--- src/rtl/audio_burst_wr_ctrl_pkg.sv ---
// Purpose: shared defines and FSM state encoding for the audio burst write controller.
// Latency: n/a (constants only).
// Backpressure: n/a.
`ifndef MEM_WR_BL
`define MEM_WR_BL 16
`endif
`ifndef DSIZE
`define DSIZE 36
`endif

package audio_burst_wr_ctrl_pkg;

  localparam int STATE_W = 2;

  // Sequencer states; encoding is fixed so external debug taps can decode it.
  localparam logic [STATE_W-1:0] ST_IDLE = 2'd0;
  localparam logic [STATE_W-1:0] ST_CMD  = 2'd1;
  localparam logic [STATE_W-1:0] ST_DATA = 2'd2;
  localparam logic [STATE_W-1:0] ST_ADV  = 2'd3;

endpackage

--- src/rtl/audio_burst_wr_ctrl_ring_ptr_wrap.sv ---
// Purpose: ring pointer wrap-increment and ring-full compare (shared with camera write path).
// Latency: purely combinational, zero cycles.
// Backpressure: none; caller decides when to consume ptr_next.
module ring_ptr_wrap #(
  parameter int PTR_W = 10
) (
  input  logic [PTR_W-1:0] ptr,
  input  logic [PTR_W-1:0] ring_size,
  input  logic [PTR_W-1:0] rd_ptr,
  output logic [PTR_W-1:0] ptr_next,
  output logic             full
);

  // Wrap to slot 0 after the last slot of the ring; valid for ptr < ring_size.
  assign ptr_next = (ptr == ring_size - 1'b1) ? '0 : ptr + 1'b1;

  // One more burst would land on the consumer's current slot.
  assign full = (ptr_next == rd_ptr);

endmodule

--- src/rtl/audio_burst_wr_ctrl.sv ---
// Purpose: drains full bursts from the audio FWFT burst FIFO into a circular PCM ring in memory.
// Latency: cmd one cycle after a burst is seen in IDLE; data is a zero-latency passthrough of the FIFO head.
// Backpressure: cmd held until mem_cmd_rdy; FIFO popped only on mem_wr_rdy; stalls in IDLE on ring full.
// Optional: define AUDIO_WR_STATS_EN to add the stat_bursts / stat_full_stalls counters.
module audio_burst_wr_ctrl
  import audio_burst_wr_ctrl_pkg::*;
#(
  parameter int BURST_LEN = `MEM_WR_BL,
  parameter int DSIZE     = `DSIZE,
  parameter int ADDR_W    = 21,
  parameter int PTR_W     = 10
) (
  input  logic              clk,
  input  logic              rst_n,
  input  logic              enable,
  input  logic [ADDR_W-1:0] base_addr,
  input  logic [PTR_W-1:0]  ring_bursts,
  input  logic [PTR_W-1:0]  rd_ptr_i,
  input  logic              burst_avail,
  output logic              burst_rd_en,
  input  logic [DSIZE-1:0]  burst_rd_data,
  output logic              mem_cmd_vld,
  input  logic              mem_cmd_rdy,
  output logic [ADDR_W-1:0] mem_cmd_addr,
  output logic              mem_wr_vld,
  input  logic              mem_wr_rdy,
  output logic [DSIZE-1:0]  mem_wr_data,
  output logic              mem_wr_last,
  output logic [PTR_W-1:0]  wr_ptr_o,
  output logic              busy,
`ifdef AUDIO_WR_STATS_EN
  output logic [31:0]       stat_bursts,
  output logic [31:0]       stat_full_stalls,
`endif
  output logic              err_ring_full
);

  // BURST_LEN is a power of two, so slot-to-address is a shift.
  localparam int BEAT_SHIFT = $clog2(BURST_LEN);
  localparam int CNT_W      = (BEAT_SHIFT > 0) ? BEAT_SHIFT : 1;
  localparam logic [CNT_W-1:0] CNT_LAST = CNT_W'(BURST_LEN - 1);

  logic [STATE_W-1:0] state_q;
  logic [CNT_W-1:0]   beat_cnt_q;
  logic [ADDR_W-1:0]  base_q;
  logic [PTR_W-1:0]   ring_q;
  logic [PTR_W-1:0]   wr_ptr_q;
  logic [PTR_W-1:0]   wr_ptr_next;
  logic [ADDR_W-1:0]  cmd_addr_calc;
  logic               ring_full;
  logic               err_q;
  logic               sample_cfg;
  logic               burst_req;
  logic               beat_acc;
  logic               last_beat;

  ring_ptr_wrap #(
    .PTR_W(PTR_W)
  ) u_ring_ptr_wrap (
    .ptr       (wr_ptr_q),
    .ring_size (ring_q),
    .rd_ptr    (rd_ptr_i),
    .ptr_next  (wr_ptr_next),
    .full      (ring_full)
  );

  // Config is only taken while parked and disabled, so a live run never sees it change.
  assign sample_cfg = (state_q == ST_IDLE) && !enable;
  assign burst_req  = (state_q == ST_IDLE) && enable && burst_avail;
  assign beat_acc   = (state_q == ST_DATA) && mem_wr_rdy;
  assign last_beat  = beat_acc && (beat_cnt_q == CNT_LAST);

  assign cmd_addr_calc = base_q + (ADDR_W'(wr_ptr_q) << BEAT_SHIFT);

  assign mem_cmd_vld   = (state_q == ST_CMD);
  assign mem_cmd_addr  = (state_q == ST_CMD) ? cmd_addr_calc : '0;
  assign mem_wr_vld    = (state_q == ST_DATA);
  assign mem_wr_data   = (state_q == ST_DATA) ? burst_rd_data : '0;
  assign mem_wr_last   = (state_q == ST_DATA) && (beat_cnt_q == CNT_LAST);
  assign burst_rd_en   = beat_acc;
  assign wr_ptr_o      = wr_ptr_q;
  assign busy          = (state_q != ST_IDLE);
  assign err_ring_full = err_q;

  // Burst sequencer: IDLE -> CMD -> DATA -> ADV -> IDLE, never back-to-back.
  always_ff @(posedge clk) begin
    if (!rst_n) begin
      state_q <= ST_IDLE;
    end else begin
      case (state_q)
        ST_IDLE: if (burst_req && !ring_full) state_q <= ST_CMD;
        ST_CMD:  if (mem_cmd_rdy)             state_q <= ST_DATA;
        ST_DATA: if (last_beat)               state_q <= ST_ADV;
        ST_ADV:                               state_q <= ST_IDLE;
        default:                              state_q <= ST_IDLE;
      endcase
    end
  end

  // Beat counter, ring write pointer and latched ring geometry.
  always_ff @(posedge clk) begin
    if (!rst_n) begin
      beat_cnt_q <= '0;
      wr_ptr_q   <= '0;
      base_q     <= '0;
      ring_q     <= '0;
    end else begin
      if (state_q == ST_ADV) begin
        beat_cnt_q <= '0;
        wr_ptr_q   <= wr_ptr_next;
      end else if (beat_acc) begin
        beat_cnt_q <= beat_cnt_q + 1'b1;
      end
      if (sample_cfg) begin
        base_q   <= base_addr;
        ring_q   <= ring_bursts;
        wr_ptr_q <= '0;
      end
    end
  end

  // Sticky overrun flag; only reset clears it.
  always_ff @(posedge clk) begin
    if (!rst_n) begin
      err_q <= 1'b0;
    end else if (burst_req && ring_full) begin
      err_q <= 1'b1;
    end
  end

`ifdef AUDIO_WR_STATS_EN
  // Saturating burst and full-stall counters.
  always_ff @(posedge clk) begin
    if (!rst_n) begin
      stat_bursts      <= '0;
      stat_full_stalls <= '0;
    end else begin
      if ((state_q == ST_ADV) && (stat_bursts != '1)) begin
        stat_bursts <= stat_bursts + 32'd1;
      end
      if (burst_req && ring_full && (stat_full_stalls != '1)) begin
        stat_full_stalls <= stat_full_stalls + 32'd1;
      end
    end
  end
`endif

endmodule
--- config.mk ---
export PLATFORM = sky130hd
export DESIGN_NAME = audio_burst_wr_ctrl
export DESIGN_NICKNAME = d
export VERILOG_FILES = /design/src/rtl/audio_burst_wr_ctrl_pkg.sv /design/src/rtl/audio_burst_wr_ctrl_ring_ptr_wrap.sv /design/src/rtl/audio_burst_wr_ctrl.sv
export SDC_FILE = /design/constraint.sdc
export NUM_CORES = 1
export LEC_CHECK = 0
export ABC_CLOCK_PERIOD_IN_PS = 3400
export CELL_PAD_IN_SITES_DETAIL_PLACEMENT = 1
export CELL_PAD_IN_SITES_GLOBAL_PLACEMENT = 1
export CORE_MARGIN = 3
export CORE_UTILIZATION = 30
export DETAILED_ROUTE_END_ITERATION = 10
export GPL_TIMING_DRIVEN = 0
export PLACE_DENSITY = 0.83
export SYNTH_ARGS = -nofsm -noshare
export SYNTH_HDL_FRONTEND = slang
export SYNTH_SLANG_ARGS = --single-unit
--- constraint.sdc ---
create_clock -name clk -period 3.4 [get_ports clk]
set_input_delay 1.02 -clock clk [delete_from_list [all_inputs] [get_ports clk]]
set_output_delay 1.02 -clock clk [all_outputs]
set_load 0.005 [all_outputs]
==> results.md <==
* Status: finished with violations
* Failing checks: setup timing
* GR Util All Layers at 22.2%
* Period utilisation layout at 108%
* Pin count of the biggest net entering global routing at 17
* Drt drc at 0
* Cell Chain, Critical Path: ha_4 -> fa_2 -> a21oi_2 -> o21bai_2 -> a21oi_2 -> o21ai_2 -> a41oi_4 -> buf_6 -> xnor2_2 -> and2_4 -> buf_6
* Met2 WL at 7.91 mm
* Reg2reg end: wr_ptr_o[4]
* Clock Latency Late Sink at 0.29 ns
* Clock Path Buffers at 2
* Initial antenna violation count at 0
* Slew Limit Headroom at 56.2%
* Critical path endpoint category: primary output
* Asr flop ratio synth at 0%
* Worst Path Required at 2.38 ns
* Top-count cell post-synth: nand2_1
* DRT Pass-1 Iters at 4
* Uppermost layer routed: met4
* Maximum vdd drop at 0.233 mV
* Antenna diodes at 0
* Post-synth EDFFs at 0
* DR WL/cell at 19.6 um
* Final slew viol count at 0
* Reg2Reg Launch Point: ring_q[0]
* Total internal power at 1.55 mW
* Finish-stage setup viols at 10
* Die ar. at 13,400 um^2
* Via/cell ratio at 5.32
* Num CTS Buffers at 5
* Share of the synthesized area in the top cell type at 26.6%
* Layout Skew at 0.00579 ns
* Critical Path Max Stage Delay at 0.39 ns
* Area of the core at 11,600 um^2
* Nets@finish at 747
* CTS root buf: clkbuf_16
* Clock Power Share at 23.7%
* Max-Cap Viols at 0
* Synth top area cells: dfxtp_1, and2_1, nand2_1, a21boi_0, ha_1
* Reg2reg setup slack at 0.49 ns
* RSZ-0062 raised after global routing: yes
* Die X at 116 um
* Library cells used by synthesis at 56
* Worst-path clk slew at 0.07 ns
* Share of cells above drive strength 1 at 13.6%
* Met3 WL at 754 um
* Post-Synthesis Cells at 466
* Bufs and invs on worst path at 2
* Slowest CP cell: fa_2
* Power Density at 429 nW/um^2
* Setup crit start kind: flip-flop
* Top delay family on crit path: compound AO/OA/AOI/OAI gates
* Die height at 116 um
* Worst setup margin at -0.281 ns
* Worst Path Class, Setup: reg2out
* Starting density of the core at 31.2%
* Fin area at 5840 um^2
* Switching Power at 0.958 mW
* Metal-1 WL at 6.42 mm
* Combinational power share at 47.3%
* # clock sinks at 48
* Hold path start: base_q[2]
* Pin slew with the least headroom to its limit at 0.655 ns
* H-Tree Depth at 2
* Starting DRC count in detailed routing at 199
* CP Max Fanout at 3
* First-pass GRT wire length at 23.9 mm
* TritonCTS clock tree: done
* Critical Path AT at 2.66 ns
* Register area share after synthesis at 26.6%
* GRT overflow at 0
* Worst Reg-to-Reg Cells at 9
* Final Hold Viols at 0
* PortBufs at 155
* Synthesized flop and latch total at 48
* Min-Delay Path Depth at 2
* IO Pins at 156
* Top post-synthesis cells by count: nand2_1, and2_1, dfxtp_1, a21boi_0, clkbuf_1
* Switching share of power at 38.2%
* DRT Wirelength at 15.5 mm
* Yosys warns at 0
* GPL Wtd Cong at 0.828
* F_max at 0.272 GHz
* Ys flop type: dfxtp_1
* Row Count at 39
* Min-Delay Endpoint: base_q[2]
* Avg Inst Size Synth at 7.74 um^2
* Post-DP Area at 5340 um^2
* Worst hold path class: reg2reg
* P_leak at 2.22 nW
* Remaining antenna violation count at 0
* Power share of the sequential group at 29.0%
* Post-synthesis net count at 568
* Layout Area Growth over Synthesis at 61.9%
* Hold WS at 0.471 ns
* Number of global-route vias before repair at 4,727
* Hold_buf cts at 0
* Routed vias at 4,196
* Hpwl dp at 11.3 mm
* Mapped Area at 3610 um^2
* Yosys top cell by area: dfxtp_1
* Minimum clock period at 3.68 ns
## registers in the layout, summed over array words and instances (netlist names)
name and count:
base_q 21, beat_cnt_q 4, err_ring_full 1, ring_q 10
state_q 2, wr_ptr_o 10
## final cells by class
cell class | count | area, um^2
Tap cell | 143 | 179
Clock inverter | 3 | 46.3
Sequential cell | 48 | 973
Timing Repair Buffer | 173 | 1660
Fill cell | 1388 | 5720
Multi-Input combinational cell | 383 | 2730
Inverter | 9 | 33.8
Buffer | 25 | 97.6
Clock buffer | 5 | 125
## worst min-delay path: cells and delay by family, from the launching register on
| kind | cells | cell delay, ns |
|---|---|---|
| compound gates | 1 | 0.06 |
| simple gates | 1 | 0.05 |
| flops | 1 | 0.31 |
## routing by layer
layer	global-route usage (%)	vias to the layer above
met4	7.66	0
met2	38.8	121
li1	-	1989
met5	0	-
met1	28.3	2056
met3	2.92	30
## stage by stage
stage	utilization, %	setup TNS [ns]	instances	total power [mW]	setup WS, ns
after floorplan	-	0	466	1.31	0.0865
after global placement	46.2	-5.68	764	1.82	-0.859
after detailed placement	46.2	-7.58	764	1.88	-1.05
after CTS	49.5	-0.673	787	2.48	-0.219
after global routing	50.5	-2.16	789	2.67	-0.352
final	50.5	-1.34	789	2.51	-0.281
## worst max path at each step
stage	to	slack, ns	depth (start not counted)	start
6_report	mem_cmd_addr[14]	-0.28	11	wr_ptr_o[0]
5_1_grt	mem_cmd_addr[14]	-0.35	11	wr_ptr_o[0]
3_5_place_dp	mem_cmd_addr[18]	-1.05	10	wr_ptr_o[0]
4_1_cts	mem_cmd_addr[16]	-0.22	12	wr_ptr_o[0]
3_3_place_gp	mem_cmd_addr[20]	-0.86	10	wr_ptr_o[0]
2_1_floorplan	mem_cmd_addr[20]	0.09	9	wr_ptr_o[0]
## power by group through the flow
stage | registers [mW] | clock network (mW) | logic, mW
floorplan | 0.705 | 0 | 0.602
global placement | 0.722 | 0 | 1.09
detailed placement | 0.730 | 0 | 1.15
CTS | 0.717 | 0.592 | 1.17
global route | 0.738 | 0.630 | 1.31
finish | 0.728 | 0.594 | 1.18
## kinds of logic (layout without fill, tap and decap cells)
kind of cell / after synthesis / count (layout) / synth area share (%)
AOI/OAI and AO/OA: 107 / 107 / 21.7
DFF: 48 / 48 / 26.6
buffers and inverters: 35 / 215 / 3.64
muxes: 4 / 4 / 1.14
xor gates and xnor gates: 31 / 31 / 7.52
adders and majority gates: 19 / 19 / 6.80
and+or+nand+nor: 222 / 222 / 32.6
## cell usage in the layout (no fill, tap or decap), drive strengths merged, types with 3 or more instances in the layout
cell	instances
a32o	6
and3	5
nand2b	9
nor3	11
dfxtp	48
or3	7
nand3	9
a21boi	37
o21bai	3
nand2	79
and4	3
inv	10
buf	26
clkdlybuf4s50	142
and2	55
xnor2	17
a21o	3
clkbuf	32
nor2	16
nor4	3
nor3b	5
ha	18
a21oi	11
nand4	8
o21ai	24
mux2i	3
nor2b	3
xor2	14
## repair_timing
action,4_1_cts,5_1_grt
resized for setup,69,40
pin swaps,17,20
cloned,0,0
buffers inserted,16,4
endpoints found under the setup margin,28,35
No activity file was read; power rests on OpenSTA's default activity.
